$ cat src/rtl/vga_timing_gen_if.sv
// Digit handshake between the game logic and vga_timing_gen.
//   digit_in    : BCD digit offered by the game logic
//   digit_valid : digit_in is valid
//   digit_ready : timing generator can take a digit this cycle
// master = game logic side, slave = timing generator side.
interface vga_timing_gen_if;
  logic [3:0] digit_in;
  logic       digit_valid;
  logic       digit_ready;

  modport master (
    output digit_in,
    output digit_valid,
    input  digit_ready
  );

  modport slave (
    input  digit_in,
    input  digit_valid,
    output digit_ready
  );
endinterface

$ cat src/rtl/vga_timing_gen.sv
// 640x480@60 raster timing plus a frame-synchronous digit latch.
//   clk, rst_n  : system clock, asynchronous active-low reset
//   digit_if    : valid/ready digit handshake (slave side)
//   pix_tick    : one-clk pixel enable, every CLK_DIV clocks
//   h_counter   : horizontal position 0..H_TOTAL-1
//   v_counter   : vertical position 0..V_TOTAL-1
//   hsync/vsync : sync pulses, SYNC_ACTIVE level while asserted
//   video_on    : current pixel is in the visible area
//   frame_start : one-clk pulse when the counters become (0,0)
//   bcd_out     : committed digit; only changes on entry to vertical blanking
module vga_timing_gen #(
  parameter int unsigned CLK_DIV     = 4,
  parameter int unsigned H_ACTIVE    = 640,
  parameter int unsigned H_FP        = 16,
  parameter int unsigned H_SYNC      = 96,
  parameter int unsigned H_BP        = 48,
  parameter int unsigned V_ACTIVE    = 480,
  parameter int unsigned V_FP        = 10,
  parameter int unsigned V_SYNC      = 2,
  parameter int unsigned V_BP        = 33,
  parameter bit          SYNC_ACTIVE = 1'b0
) (
  input  logic              clk,
  input  logic              rst_n,
  vga_timing_gen_if.slave   digit_if,
  output logic              pix_tick,
  output logic [9:0]        h_counter,
  output logic [9:0]        v_counter,
  output logic              hsync,
  output logic              vsync,
  output logic              video_on,
  output logic              frame_start,
  output logic [3:0]        bcd_out
);

  localparam int unsigned HTotal = H_ACTIVE + H_FP + H_SYNC + H_BP;
  localparam int unsigned VTotal = V_ACTIVE + V_FP + V_SYNC + V_BP;
  localparam int unsigned DivW   = (CLK_DIV > 2) ? $clog2(CLK_DIV) : 1;

  localparam logic [DivW-1:0] DivLast  = DivW'(CLK_DIV - 1);
  localparam logic [9:0]      HLast    = 10'(HTotal - 1);
  localparam logic [9:0]      VLast    = 10'(VTotal - 1);
  localparam logic [9:0]      HActive  = 10'(H_ACTIVE);
  localparam logic [9:0]      VActive  = 10'(V_ACTIVE);
  localparam logic [9:0]      VCommit  = 10'(V_ACTIVE - 1);
  localparam logic [9:0]      HsStart  = 10'(H_ACTIVE + H_FP);
  localparam logic [9:0]      HsEnd    = 10'(H_ACTIVE + H_FP + H_SYNC);
  localparam logic [9:0]      VsStart  = 10'(V_ACTIVE + V_FP);
  localparam logic [9:0]      VsEnd    = 10'(V_ACTIVE + V_FP + V_SYNC);

  logic [DivW-1:0] div_q, div_d;
  logic [9:0]      h_d, v_d;
  logic            line_end, frame_end, commit, accept;
  logic            full_q;
  logic [3:0]      pending_q;

  always_comb begin
    div_d     = (div_q == DivLast) ? '0 : div_q + 1'b1;
    line_end  = pix_tick && (h_counter == HLast);
    frame_end = line_end && (v_counter == VLast);
    h_d       = h_counter;
    v_d       = v_counter;
    if (pix_tick) begin
      h_d = line_end ? 10'd0 : h_counter + 10'd1;
      if (line_end) begin
        v_d = (v_counter == VLast) ? 10'd0 : v_counter + 10'd1;
      end
    end
  end

  // Sync/blank flags decode the next counter values so they move on the same edge as the
  // counters; they only load on pixel ticks, so video_on stays low until the first tick.
  always_ff @(posedge clk or negedge rst_n) begin
    if (!rst_n) begin
      div_q       <= '0;
      pix_tick    <= 1'b0;
      h_counter   <= 10'd0;
      v_counter   <= 10'd0;
      hsync       <= ~SYNC_ACTIVE;
      vsync       <= ~SYNC_ACTIVE;
      video_on    <= 1'b0;
      frame_start <= 1'b0;
    end else begin
      div_q       <= div_d;
      pix_tick    <= (div_q == DivLast);
      h_counter   <= h_d;
      v_counter   <= v_d;
      frame_start <= frame_end;
      if (pix_tick) begin
        hsync    <= (h_d >= HsStart && h_d < HsEnd) ? SYNC_ACTIVE : ~SYNC_ACTIVE;
        vsync    <= (v_d >= VsStart && v_d < VsEnd) ? SYNC_ACTIVE : ~SYNC_ACTIVE;
        video_on <= (h_d < HActive) && (v_d < VActive);
      end
    end
  end

  // Single-entry digit slot. Commit only fires when the slot was already full before the
  // edge, so an accept on the commit edge waits for the next frame.
  assign digit_if.digit_ready = ~full_q;
  assign accept               = digit_if.digit_valid && ~full_q;
  assign commit               = line_end && (v_counter == VCommit);

  always_ff @(posedge clk or negedge rst_n) begin
    if (!rst_n) begin
      full_q    <= 1'b0;
      pending_q <= 4'd0;
      bcd_out   <= 4'd0;
    end else if (commit && full_q) begin
      bcd_out <= pending_q;
      full_q  <= 1'b0;
    end else if (accept && (digit_if.digit_in <= 4'd9)) begin
      // Non-BCD codes complete the handshake but are dropped.
      pending_q <= digit_if.digit_in;
      full_q    <= 1'b1;
    end
  end

endmodule

$ cat src/flat_wrapper.sv
// flat-port wrapper written by rule: the top's interface ports become plain ports
module vga_timing_gen_flat 
#(
  parameter int unsigned CLK_DIV     = 4,
  parameter int unsigned H_ACTIVE    = 640,
  parameter int unsigned H_FP        = 16,
  parameter int unsigned H_SYNC      = 96,
  parameter int unsigned H_BP        = 48,
  parameter int unsigned V_ACTIVE    = 480,
  parameter int unsigned V_FP        = 10,
  parameter int unsigned V_SYNC      = 2,
  parameter int unsigned V_BP        = 33,
  parameter bit          SYNC_ACTIVE = 1'b0
)
  (clk, rst_n, pix_tick, h_counter, v_counter, hsync, vsync, video_on, frame_start, bcd_out, digit_if_digit_in, digit_if_digit_valid, digit_if_digit_ready);
  vga_timing_gen_if digit_if_i ();
  input  logic clk;
  input  logic rst_n;
  output logic pix_tick;
  output logic [9:0] h_counter;
  output logic [9:0] v_counter;
  output logic hsync;
  output logic vsync;
  output logic video_on;
  output logic frame_start;
  output logic [3:0] bcd_out;
  input wire logic [$bits(digit_if_i.digit_in)-1:0] digit_if_digit_in;
  input wire logic [$bits(digit_if_i.digit_valid)-1:0] digit_if_digit_valid;
  output wire logic [$bits(digit_if_i.digit_ready)-1:0] digit_if_digit_ready;
  assign digit_if_i.digit_in = digit_if_digit_in;
  assign digit_if_i.digit_valid = digit_if_digit_valid;
  assign digit_if_digit_ready = digit_if_i.digit_ready;
  vga_timing_gen #(.CLK_DIV(CLK_DIV), .H_ACTIVE(H_ACTIVE), .H_FP(H_FP), .H_SYNC(H_SYNC), .H_BP(H_BP), .V_ACTIVE(V_ACTIVE), .V_FP(V_FP), .V_SYNC(V_SYNC), .V_BP(V_BP), .SYNC_ACTIVE(SYNC_ACTIVE)) u_core (.clk(clk), .rst_n(rst_n), .digit_if(digit_if_i), .pix_tick(pix_tick), .h_counter(h_counter), .v_counter(v_counter), .hsync(hsync), .vsync(vsync), .video_on(video_on), .frame_start(frame_start), .bcd_out(bcd_out));
endmodule
$ cat config.mk
export PLATFORM = sky130hd
export DESIGN_NAME = vga_timing_gen_flat
export DESIGN_NICKNAME = d
export VERILOG_FILES = /design/src/rtl/vga_timing_gen_if.sv /design/src/rtl/vga_timing_gen.sv /design/src/flat_wrapper.sv
export SDC_FILE = /design/constraint.sdc
export NUM_CORES = 1
export LEC_CHECK = 0
export ABC_AREA = 1
export CORE_MARGIN = 4
export CORE_UTILIZATION = 30
export DETAILED_ROUTE_END_ITERATION = 6
export PLACE_DENSITY = 0.52
export SYNTH_ARGS = -nofsm -noshare
export SYNTH_HDL_FRONTEND = slang
export SYNTH_SLANG_ARGS = --single-unit
$ cat constraint.sdc
create_clock -name clk -period 1.78 [get_ports clk]
set_clock_uncertainty 0.05 [all_clocks]
set_input_delay 0.178 -clock clk [delete_from_list [all_inputs] [get_ports clk]]
set_output_delay 0.178 -clock clk [all_outputs]
set_load 0.005 [all_outputs]
# [After elaboration in Yosys (flattened, before gate mapping)]
# Index checks and enable logic that the tools add are counted.
[totals] inputBits=7 output_inout_bits=30 register_bits=36 latchBits=0 mem_count=0 wordCells=48 ramBits=0 romBits=0
[classes] multipliers=0 addsub=3 mux=10 n_reduce_logical=11 n_shift=0 order_cmp=7 bitwise=2 n_div=0 n_eq_ne=4
[ops] cell="two-way mux 10 bit" n=5
[ops] cell="adder 10 x 1 -> 10 bit, second input constant" n=2
[ops] cell="== test 10 bit, second input constant" n=2
[ops] cell="< comparator 10 bit, second input constant" n=2
[ops] cell="< comparator 10 x 9 -> 1 bit, second input constant" n=2
[ops] cell="== test 10 x 9 -> 1 bit, second input constant" n=1
[ops] cell=">= comparator 10 bit, second input constant" n=1
[ops] cell=">= comparator 10 x 9 -> 1 bit, second input constant" n=1
[ops] cell="logical AND 1 bit" n=9
[ops] cell="less-or-equal comparator 4 bit, second input constant" n=1
[ops] cell="two-way mux 1 bit" n=4
[ops] cell="adder 2 x 1 -> 2 bit, second input constant" n=1
[ops] cell="== test 2 bit, second input constant" n=1
[ops] cell="two-way mux 2 bit" n=1
[ops] cell="inverter 1 bit" n=2
[ops] cell="AND reduction 2 bit" n=1
[ops] cell="nonzero test 2 bit" n=1

# [Logic depth before layout (Yosys ltp)]
# Gate-level depths: netlist of the first run.
[depth] word_depth=7 depth_mapped=12 mapped_depth_nobuf=12

# [Worst setup path after synthesis of the first run]
# OpenSTA, ideal clock, no wires.
[synth_timing] path_type="register to register" from="reg u_core.h_counter[0]" to="reg u_core.video_on" period_less_slack_ps=1720 stages_incl_launch_ff=13 required_ps=1614 arrival_time_ps=1553 slack_ps=60 n_path_buf=1 setup_ps=116 cell_sequence="dfrtp_1 ha_1 nand2_1 nor2_4 nand3_2 buf_6 nor2_8 xor2_2 nand2_1 nor2_2 inv_1 nand2_1 nand2_1"
[synth_via] elab_chain_len=6
[synth_lines] item="from (decl)" line_no="vga_timing_gen.sv:27" text="output logic [9:0] h_counter,"
[synth_lines] item="from (signal assigned)" line_no="vga_timing_gen.sv:77" text="h_counter <= 10'd0;"
[synth_lines] item="from (signal assigned)" line_no="vga_timing_gen.sv:86" text="h_counter <= h_d;"
[synth_lines] item="== test 10 bit" line_no="vga_timing_gen.sv:59" text="line_end = pix_tick && (h_counter == HLast);"
[synth_lines] item="logical AND 1 bit" line_no="vga_timing_gen.sv:59"
[synth_lines] item="two-way mux 10 bit" line_no="vga_timing_gen.sv:65" text="if (line_end) begin"
[synth_lines] item="two-way mux 10 bit" line_no="vga_timing_gen.sv:63" text="if (pix_tick) begin"
[synth_lines] item="via u_core.v_d[5]" line_no="vga_timing_gen.sv:52" text="logic [9:0] h_d, v_d;"
[synth_lines] item="< comparator 10 x 9 -> 1 bit" line_no="vga_timing_gen.sv:92" text="video_on <= (h_d < HActive) && (v_d < VActive);"
[synth_lines] item="logical AND 1 bit" line_no="vga_timing_gen.sv:92"
[synth_lines] item="to (signal assigned)" line_no="vga_timing_gen.sv:92"
[synth_lines] item="to (decl)" line_no="vga_timing_gen.sv:31" text="output logic video_on,"
# The timed path passes the listed nets, and every way through them passes these cells.
# A chain may end at the register's enable or synchronous reset.

# [Worst setup path in the final report of the first run]
[layout_timing] from="reg u_core.h_counter[1]" to="reg u_core.video_on"
# Same word-level chain as after synthesis.

==> results.tsv, run 1 <==
stage	metric	value	unit
clocking	H-tree Lvls	2	
synthesis	Netlist cell types	26	
synthesis	Post-Synth Adder-Cell Area	2.57	%
synthesis	Synth top area share	43.7	%
final_layout	post-route cell area	3090	sq um
clocking	clock latency on the worst-skew pair	0.29	ns
routing	WL final	5.21	mm
synthesis	part of the Yosys area used for sequential elements	46.4	%
clocking	CTS Buf Count	5	
setup_path	crit start category	register	
synthesis	ranking of synthesized cells by area	dfrtp_1 (44%), nand2_1 (10%), inv_1 (7.9%), nor2_1 (6.8%), nand3_1 (4.9%)	
floorplanning	Die Span X	88.5	um
timing	worst-margin pin slew	0.436	ns
timing	Final period util	99.7	%
synthesis	Cell Area, Synth	1950	sq um
final_layout	Layout area overhead	59.0	%
clocking	CTS Buffer Depth	2	
hold_path	Worst Hold Class	in2async	
timing	FMAX	564	MHz
global_routing	initial antenna violation count	0	
floorplanning	Site Rows	29	
global_routing	total grt overflow	0	
clocking	CTS root buf	clkbuf_8	
floorplanning	Ports	37	
synthesis	yosys warns	0	
final_layout	fill cell count	618	
place	Placed Area	2690	sq um
timing	unrepaired setup endpoints after global routing	yes	
final_layout	# nets final	351	
setup_path	Critical Path RT	1.92	ns
final_layout	layout cells sized above 1	31.7	%
synthesis	#FFs+latches synth	36	
setup_path	critical path arrival	1.91	ns
timing	Max-slew headroom	70.9	%
clocking	Worst-path clk slew	0.08	ns
run_status	status	complete, no violations	
routing	vias per cell	4.49	
pwr	Cell Pwr Density	491	nW/um^2
synthesis	Compound-Gate Fraction of Synth Area	7.14	%
timing	post-layout min period	1.77	ns
synthesis	syn avg cell area	7.91	sq um
global_routing	first-pass GRT wire length	8.38	mm
floorplanning	DIE AREA	7840	sq um
timing	Final setup violation count	0	
synthesis	syn_nets	257	
synthesis	largest family of logic cells by synthesized area	simple AND/OR/NAND/NOR gates	
pwr	maximum vdd drop	0.300	mV
timing	setup TNS	0	ns
place	post-detail-place hpwl	3.94	mm
synthesis	leading area contributor after synthesis	dfrtp_1	
place	PortBufs	36	
routing	First-pass DRT Iterations	5	
floorplanning	initial core utilization	30.8	%
routing	Residual DRC	0	
setup_path	CP Capture Type	register	
clocking	TritonCTS clock tree	yes	
synthesis	xor/xnor share of the synthesized area	2.96	%
global_routing	largest net degree at the start of global routing	21	
synthesis	post-synthesis mux area share	1.16	%
setup_path	peak fanout along the critical path	5	
synthesis	area share of and/or/nand/nor cells after synthesis	30.6	%
place	RePlAce Congestion	0.854	
routing	via count	1875	
final_layout	n_diodes	0	
floorplanning	die height	88.5	um
final_layout	fin cells	418	
pwr	leak pwr	0.00151	uW
routing	post-route ant nets	0	
timing	hold slack	0.310	ns
routing	DR iter-0 viols	82	
clocking	total clock sinks	36	
place	cell total after placement	396	
routing	DR WL/cell	12.5	um
final_layout	register area	906	sq um
run	total of max-cap violations	0	
global_routing	vias in the first global route	1741	
final_layout	footprint of the multi-input gates	1040	sq um
timing	final max-slew violation count	0	
global_routing	Total GRT Usage	13.9	%
floorplanning	core box area	6310	sq um
synthesis	Syn Inst Count	246	
setup_path	Worst Setup Path Type	reg2reg	
timing	Hold Fails Final Rpt	0	
## sequential cells by signal, indices dropped and copies added, names as in the netlist
name                cells
u_core.v_counter       10
u_core.bcd_out          4
u_core.vsync            1
u_core.div_q            2
u_core.pending_q        4
u_core.video_on         1
u_core.frame_start      1
u_core.h_counter       10
u_core.pix_tick         1
u_core.hsync            1
u_core.full_q           1
## report_power, final
part           total [uW]  switching (uW)  leakage, uW  internal (uW)
clock                 629             315    0.0000434            314
combinational        52.9            28.6      0.00101           24.3
sequential            836            4.32     0.000457            832
total                1520             348      0.00151           1170
## layout make-up
cell class / instances / area share, %
Clock buffer: 6 / 2.67
Inverter: 43 / 5.22
Sequential cell: 36 / 29.3
Timing Repair Buffer: 89 / 25.7
Multi-Input combinational cell: 165 / 33.5
Clock inverter: 2 / 0.485
Tap cell: 77 / 3.11
## worst max-delay path: stages (launching register included)
cell and delay, ns:
dfrtp_1 0.40, ha_4 0.17, nand2_4 0.05, nor2_4 0.13, nand3_4 0.12, buf_6 0.16
nor2_4 0.09, xor2_2 0.16, nand2_1 0.08, nor2_2 0.11, inv_1 0.05, nand2_1 0.05
nand2_1 0.04
## final timing paths
path,from,slack (ns),cells past startpoint,to
max,u_core.h_counter[1],0.006,12,u_core.video_on
min reg2reg,u_core.div_q[0],0.39,1,u_core.div_q[0]
min in group clk,u_core.div_q[0],0.39,1,u_core.div_q[0]
max in group asynchronous,rst_n,0.85,3,u_core.hsync
max reg2reg,u_core.h_counter[1],0.006,12,u_core.video_on
min,rst_n,0.31,2,u_core.v_counter[2]
## cells in the mapped netlist (all sizes together)
master and number:
o21bai 2, nand3b 1, nor3 3, nand3 20, nand4 7, o21ai 9
a21oi 15, ha 4, dfrtp 34, nor4 1, mux2 2, xor2 4
nor2 42, buf 2, inv 43, nand2 55, dfstp 2
## cell families (layout without fill, tap and decap cells)
logic type / Yosys count / count (layout)
AND/OR/NAND/NOR: 129 / 129
buffers and inverters: 45 / 140
multiplexers: 2 / 2
AO/OA/AOI/OAI: 26 / 26
flip-flops: 36 / 36
adder cells (fa/ha/maj): 4 / 4
XOR/XNOR: 4 / 4
## cells in the final DEF, fill, tap and decap left out, types with 2 or more instances in the layout
master / Yosys / layout
o21ai_1: 0 / 3
nor2_4: 4 / 10
xor2_2: 3 / 4
inv_1: 41 / 40
nor3_1: 3 / 3
nand3_2: 1 / 3
o21bai_1: 2 / 2
nand2_2: 1 / 3
dfrtp_1: 34 / 32
nand3_4: 0 / 4
a21oi_1: 14 / 13
nor2_2: 2 / 5
clkinvlp_4: 0 / 2
ha_2: 0 / 2
dfrtp_2: 0 / 2
nor2_1: 35 / 26
buf_6: 1 / 7
inv_2: 2 / 3
clkbuf_8: 0 / 6
buf_4: 0 / 44
nand2_1: 54 / 51
nand4_1: 7 / 7
o21ai_2: 0 / 2
o21ai_0: 9 / 4
clkdlybuf4s50_1: 0 / 35
dfstp_2: 2 / 2
nand3_1: 19 / 13
## through the flow
step	power (uW)	util, %	worst slack (ns)
CTS	1540	45.1	-0.0201
detailed placement	906	42.5	-0.0909
global route	1580	49.0	-0.104
global placement	905	42.5	-0.0744
finish	1520	49.0	0.00579
floorplan	867	-	0.0604
## timing repair
item	4_1_cts	5_1_grt
hold buffers	1	0
setup endpoints to repair	4	7
pin swaps	6	19
endpoints found under the hold margin	15	0
resized for setup	11	43
buffers inserted	2	11
## metal layers
layer	GRT usage, %	wire [um]
met2	21.0	2480
met4	4.40	62
met3	3.17	224
met1	19.8	2440
met5	0	0
(Power assumes the default switching activity.)
==> run 2: changes to the inputs <==
==> constraint.sdc (replaced) <==
create_clock -name clk -period 1.78 [get_ports clk]
set_clock_uncertainty 0.05 [all_clocks]
set_input_delay 0.178 -clock clk [delete_from_list [all_inputs] [get_ports clk]]
set_output_delay 0.178 -clock clk [all_outputs]
set_load 0.02 [all_outputs]
==> results.tsv, run 2 (synthesized netlist as in run 1, its figures left out) <==
stage	metric	value	unit	change
run_status	status	complete, no violations		
global_routing	first-pass GRT wire length	8.52	mm	+1.7%
timing	Final setup violation count	0		unchanged
setup_path	CP endpoint	u_core.video_on		
final_layout	most common cell after layout, fill and taps aside	nand2_1		
routing	Residual DRC	0		unchanged
pwr	Cell Pwr Density	533	nW/um^2	+8.7%
floorplanning	DIE AREA	7840	sq um	unchanged
pwr	leak pwr	0.00152	uW	+0.43%
clocking	clock latency on the worst-skew pair	0.28	ns	about the same
place	RePlAce Congestion	0.867		+1.5%
final_layout	most frequent cells in the layout	nand2_1 (51), buf_4 (47), inv_1 (39)		
routing	via count	1805		-3.7%
floorplanning	core box area	6310	sq um	unchanged
pwr	Int Pwr	1270	uW	+8.6%
pwr	Switching Fraction	21.3	%	-1.6 points
clocking	H-tree Lvls	2		unchanged
routing	DR iter-0 viols	45		-45%
timing	unrepaired setup endpoints after global routing	yes		
pwr	sequential share of power	51.8	%	-3.3 points
routing	DR WL/cell	12.4	um	-0.43%
floorplanning	Die Span X	88.5	um	unchanged
global_routing	vias in the first global route	1755		+0.80%
clocking	CTS Buf Count	5		unchanged
timing	FMAX	579	MHz	+2.8%
clocking	TritonCTS clock tree	yes		
timing	post-layout min period	1.73	ns	-0.0478 ns
floorplanning	initial core utilization	30.8	%	unchanged
timing	Hold Fails Final Rpt	0		unchanged
final_layout	Regs by FF count	u_core.h_counter (10), u_core.v_counter (10)		
setup_path	Worst Setup Path Type	reg2reg		
setup_path	crit start category	register		
floorplanning	Site Rows	29		unchanged
clocking	total clock sinks	36		unchanged
setup_path	Worst R2R Start	u_core.v_counter[1]		
place	Placement Setup Slack	-0.0911	ns	-0.000137 ns
clocking	CTS root buf	clkbuf_8		
pwr	P_sw	344	uW	-1.2%
setup_path	path depth of the worst reg2reg path	11		-1
setup_path	Worst Setup SP	u_core.v_counter[1]		
pwr	maximum vdd drop	0.337	mV	+12%
timing	final max-slew violation count	0		unchanged
final_layout	# nets final	349		-0.57%
final_layout	fin util	48.0	%	-1.0 points
global_routing	largest net degree at the start of global routing	21		unchanged
pwr	Comb pwr share	3.3	%	-0.2 points
routing	First-pass DRT Iterations	4		-1
setup_path	Critical Path RT	1.91	ns	about the same
final_layout	Layout area overhead	55.6	%	
final_layout	fill cell count	639		+3.4%
routing	vias per cell	4.34		-3.3%
routing	post-route ant nets	0		unchanged
place	post-detail-place hpwl	4.01	mm	+1.7%
timing	setup TNS	0	ns	unchanged
floorplanning	die height	88.5	um	unchanged
final_layout	layout cells sized above 1	30.7	%	-0.99 points
floorplanning	Ports	37		unchanged
hold_path	Worst Hold Class	in2async		
timing	worst-margin pin slew	0.459	ns	+0.0230 ns
timing	Final period util	97.0	%	-2.7 points
setup_path	CP Capture Type	register		
clocking	Worst-path clk slew	0.08	ns	about the same
setup_path	critical path arrival	1.86	ns	-0.05 ns
setup_path	peak fanout along the critical path	5		unchanged
timing	Max-slew headroom	69.4	%	-1.5 points
setup_path	Worst R2R End	u_core.video_on		
routing	WL final	5.16	mm	-0.90%
clocking	CTS Buffer Depth	2		unchanged
run	total of max-cap violations	0		unchanged
timing	final setup margin	0.0536	ns	+0.0478 ns
pwr	Clk pwr share	44.9	%	+3.5 points
final_layout	n_diodes	0		unchanged
global_routing	Total GRT Usage	14.1	%	+0.20 points
setup_path	FF-to-FF setup slack	0.05	ns	+0.05 ns
place	PortBufs	36		unchanged
global_routing	initial antenna violation count	0		unchanged
global_routing	total grt overflow	0		unchanged
## run 2: cell count changes in the layout (fill, tap and decap cells not counted), sizes merged
cell / previous run / this run
clkdlybuf4s50: 35 / 34
buf: 53 / 51
clkbuf: 6 / 5
clkinvlp: 2 / 1
bufinv: 0 / 1
clkinv: 0 / 1
dlymetal6s2s: 0 / 1
## run 2: layout make-up
cell class                      instances  area (sq um)  area share (%)
Clock inverter                          3          42.5            1.40
Inverter                               43           161            5.33
Multi-Input combinational cell        165           976            32.2
Sequential cell                        36           911            30.1
Clock buffer                            5          68.8            2.27
Timing Repair Buffer                   87           772            25.5
Tap cell                               77          96.3            3.18
## run 2: timing repair
action / 4_1_cts / 5_1_grt
buffers inserted: 5 / 5
endpoints found under the hold margin: 15 / 0
hold buffers: 1 / 0
pin swaps: 7 / 10
endpoints found under the setup margin: 4 / 7
gates resized for setup: 13 / 21
## run 2: worst min-delay path by stage
stage                          end  cells after the start  slack [ns]
6_report        u_core.frame_start                      2        0.32
5_1_grt        u_core.v_counter[9]                      2        0.37
3_5_place_dp   u_core.h_counter[2]                      1        0.11
3_3_place_gp   u_core.h_counter[2]                      1        0.10
2_1_floorplan    u_core.bcd_out[0]                      0       -0.17
4_1_cts        u_core.v_counter[9]                      2        0.34
## run 2: power by group through the flow
| stage | logic, uW | registers [uW] | clock network, uW |
|---|---|---|---|
| 6_report | 53.2 | 836 | 725 |
| 5_1_grt | 62.1 | 838 | 788 |
| 4_1_cts | 56.1 | 837 | 748 |
| 3_5_place_dp | 54.2 | 853 | 0 |
| 3_3_place_gp | 53.6 | 852 | 0 |
| 2_1_floorplan | 15.3 | 851 | 0 |
## run 2: layer usage
| layer | vias to the layer above | share of wire [%] | GRT usage [%] |
|---|---|---|---|
| met4 | 0 | 1.6 | 4.53 |
| met3 | 7 | 3.4 | 2.61 |
| met5 | - | 0 | 0 |
| met2 | 22 | 48 | 23.2 |
| met1 | 822 | 47 | 18.8 |
| li1 | 954 | - | - |
## run 2: worst max-delay path, stage by stage, from the launching register on
cell and delay (ns):
dfrtp_2 0.43, ha_4 0.16, nand2_2 0.07, nor2_4 0.12, nand2_1 0.07, nor2_1 0.13
xor2_1 0.22, nand2_1 0.10, nor2_2 0.13, inv_1 0.05, nand2_1 0.05, nand2_1 0.04
## run 2: metrics by stage
step                hold slack (ns)  cell area, sq um  instances  total power (uW)
detailed placement            0.109              2720        398               907
floorplan                    -0.168              1950        246               866
CTS                           0.337              2920        411              1640
global placement              0.103              2720        398               906
finish                        0.322              3030        416              1610
global route                  0.369              3030        416              1690
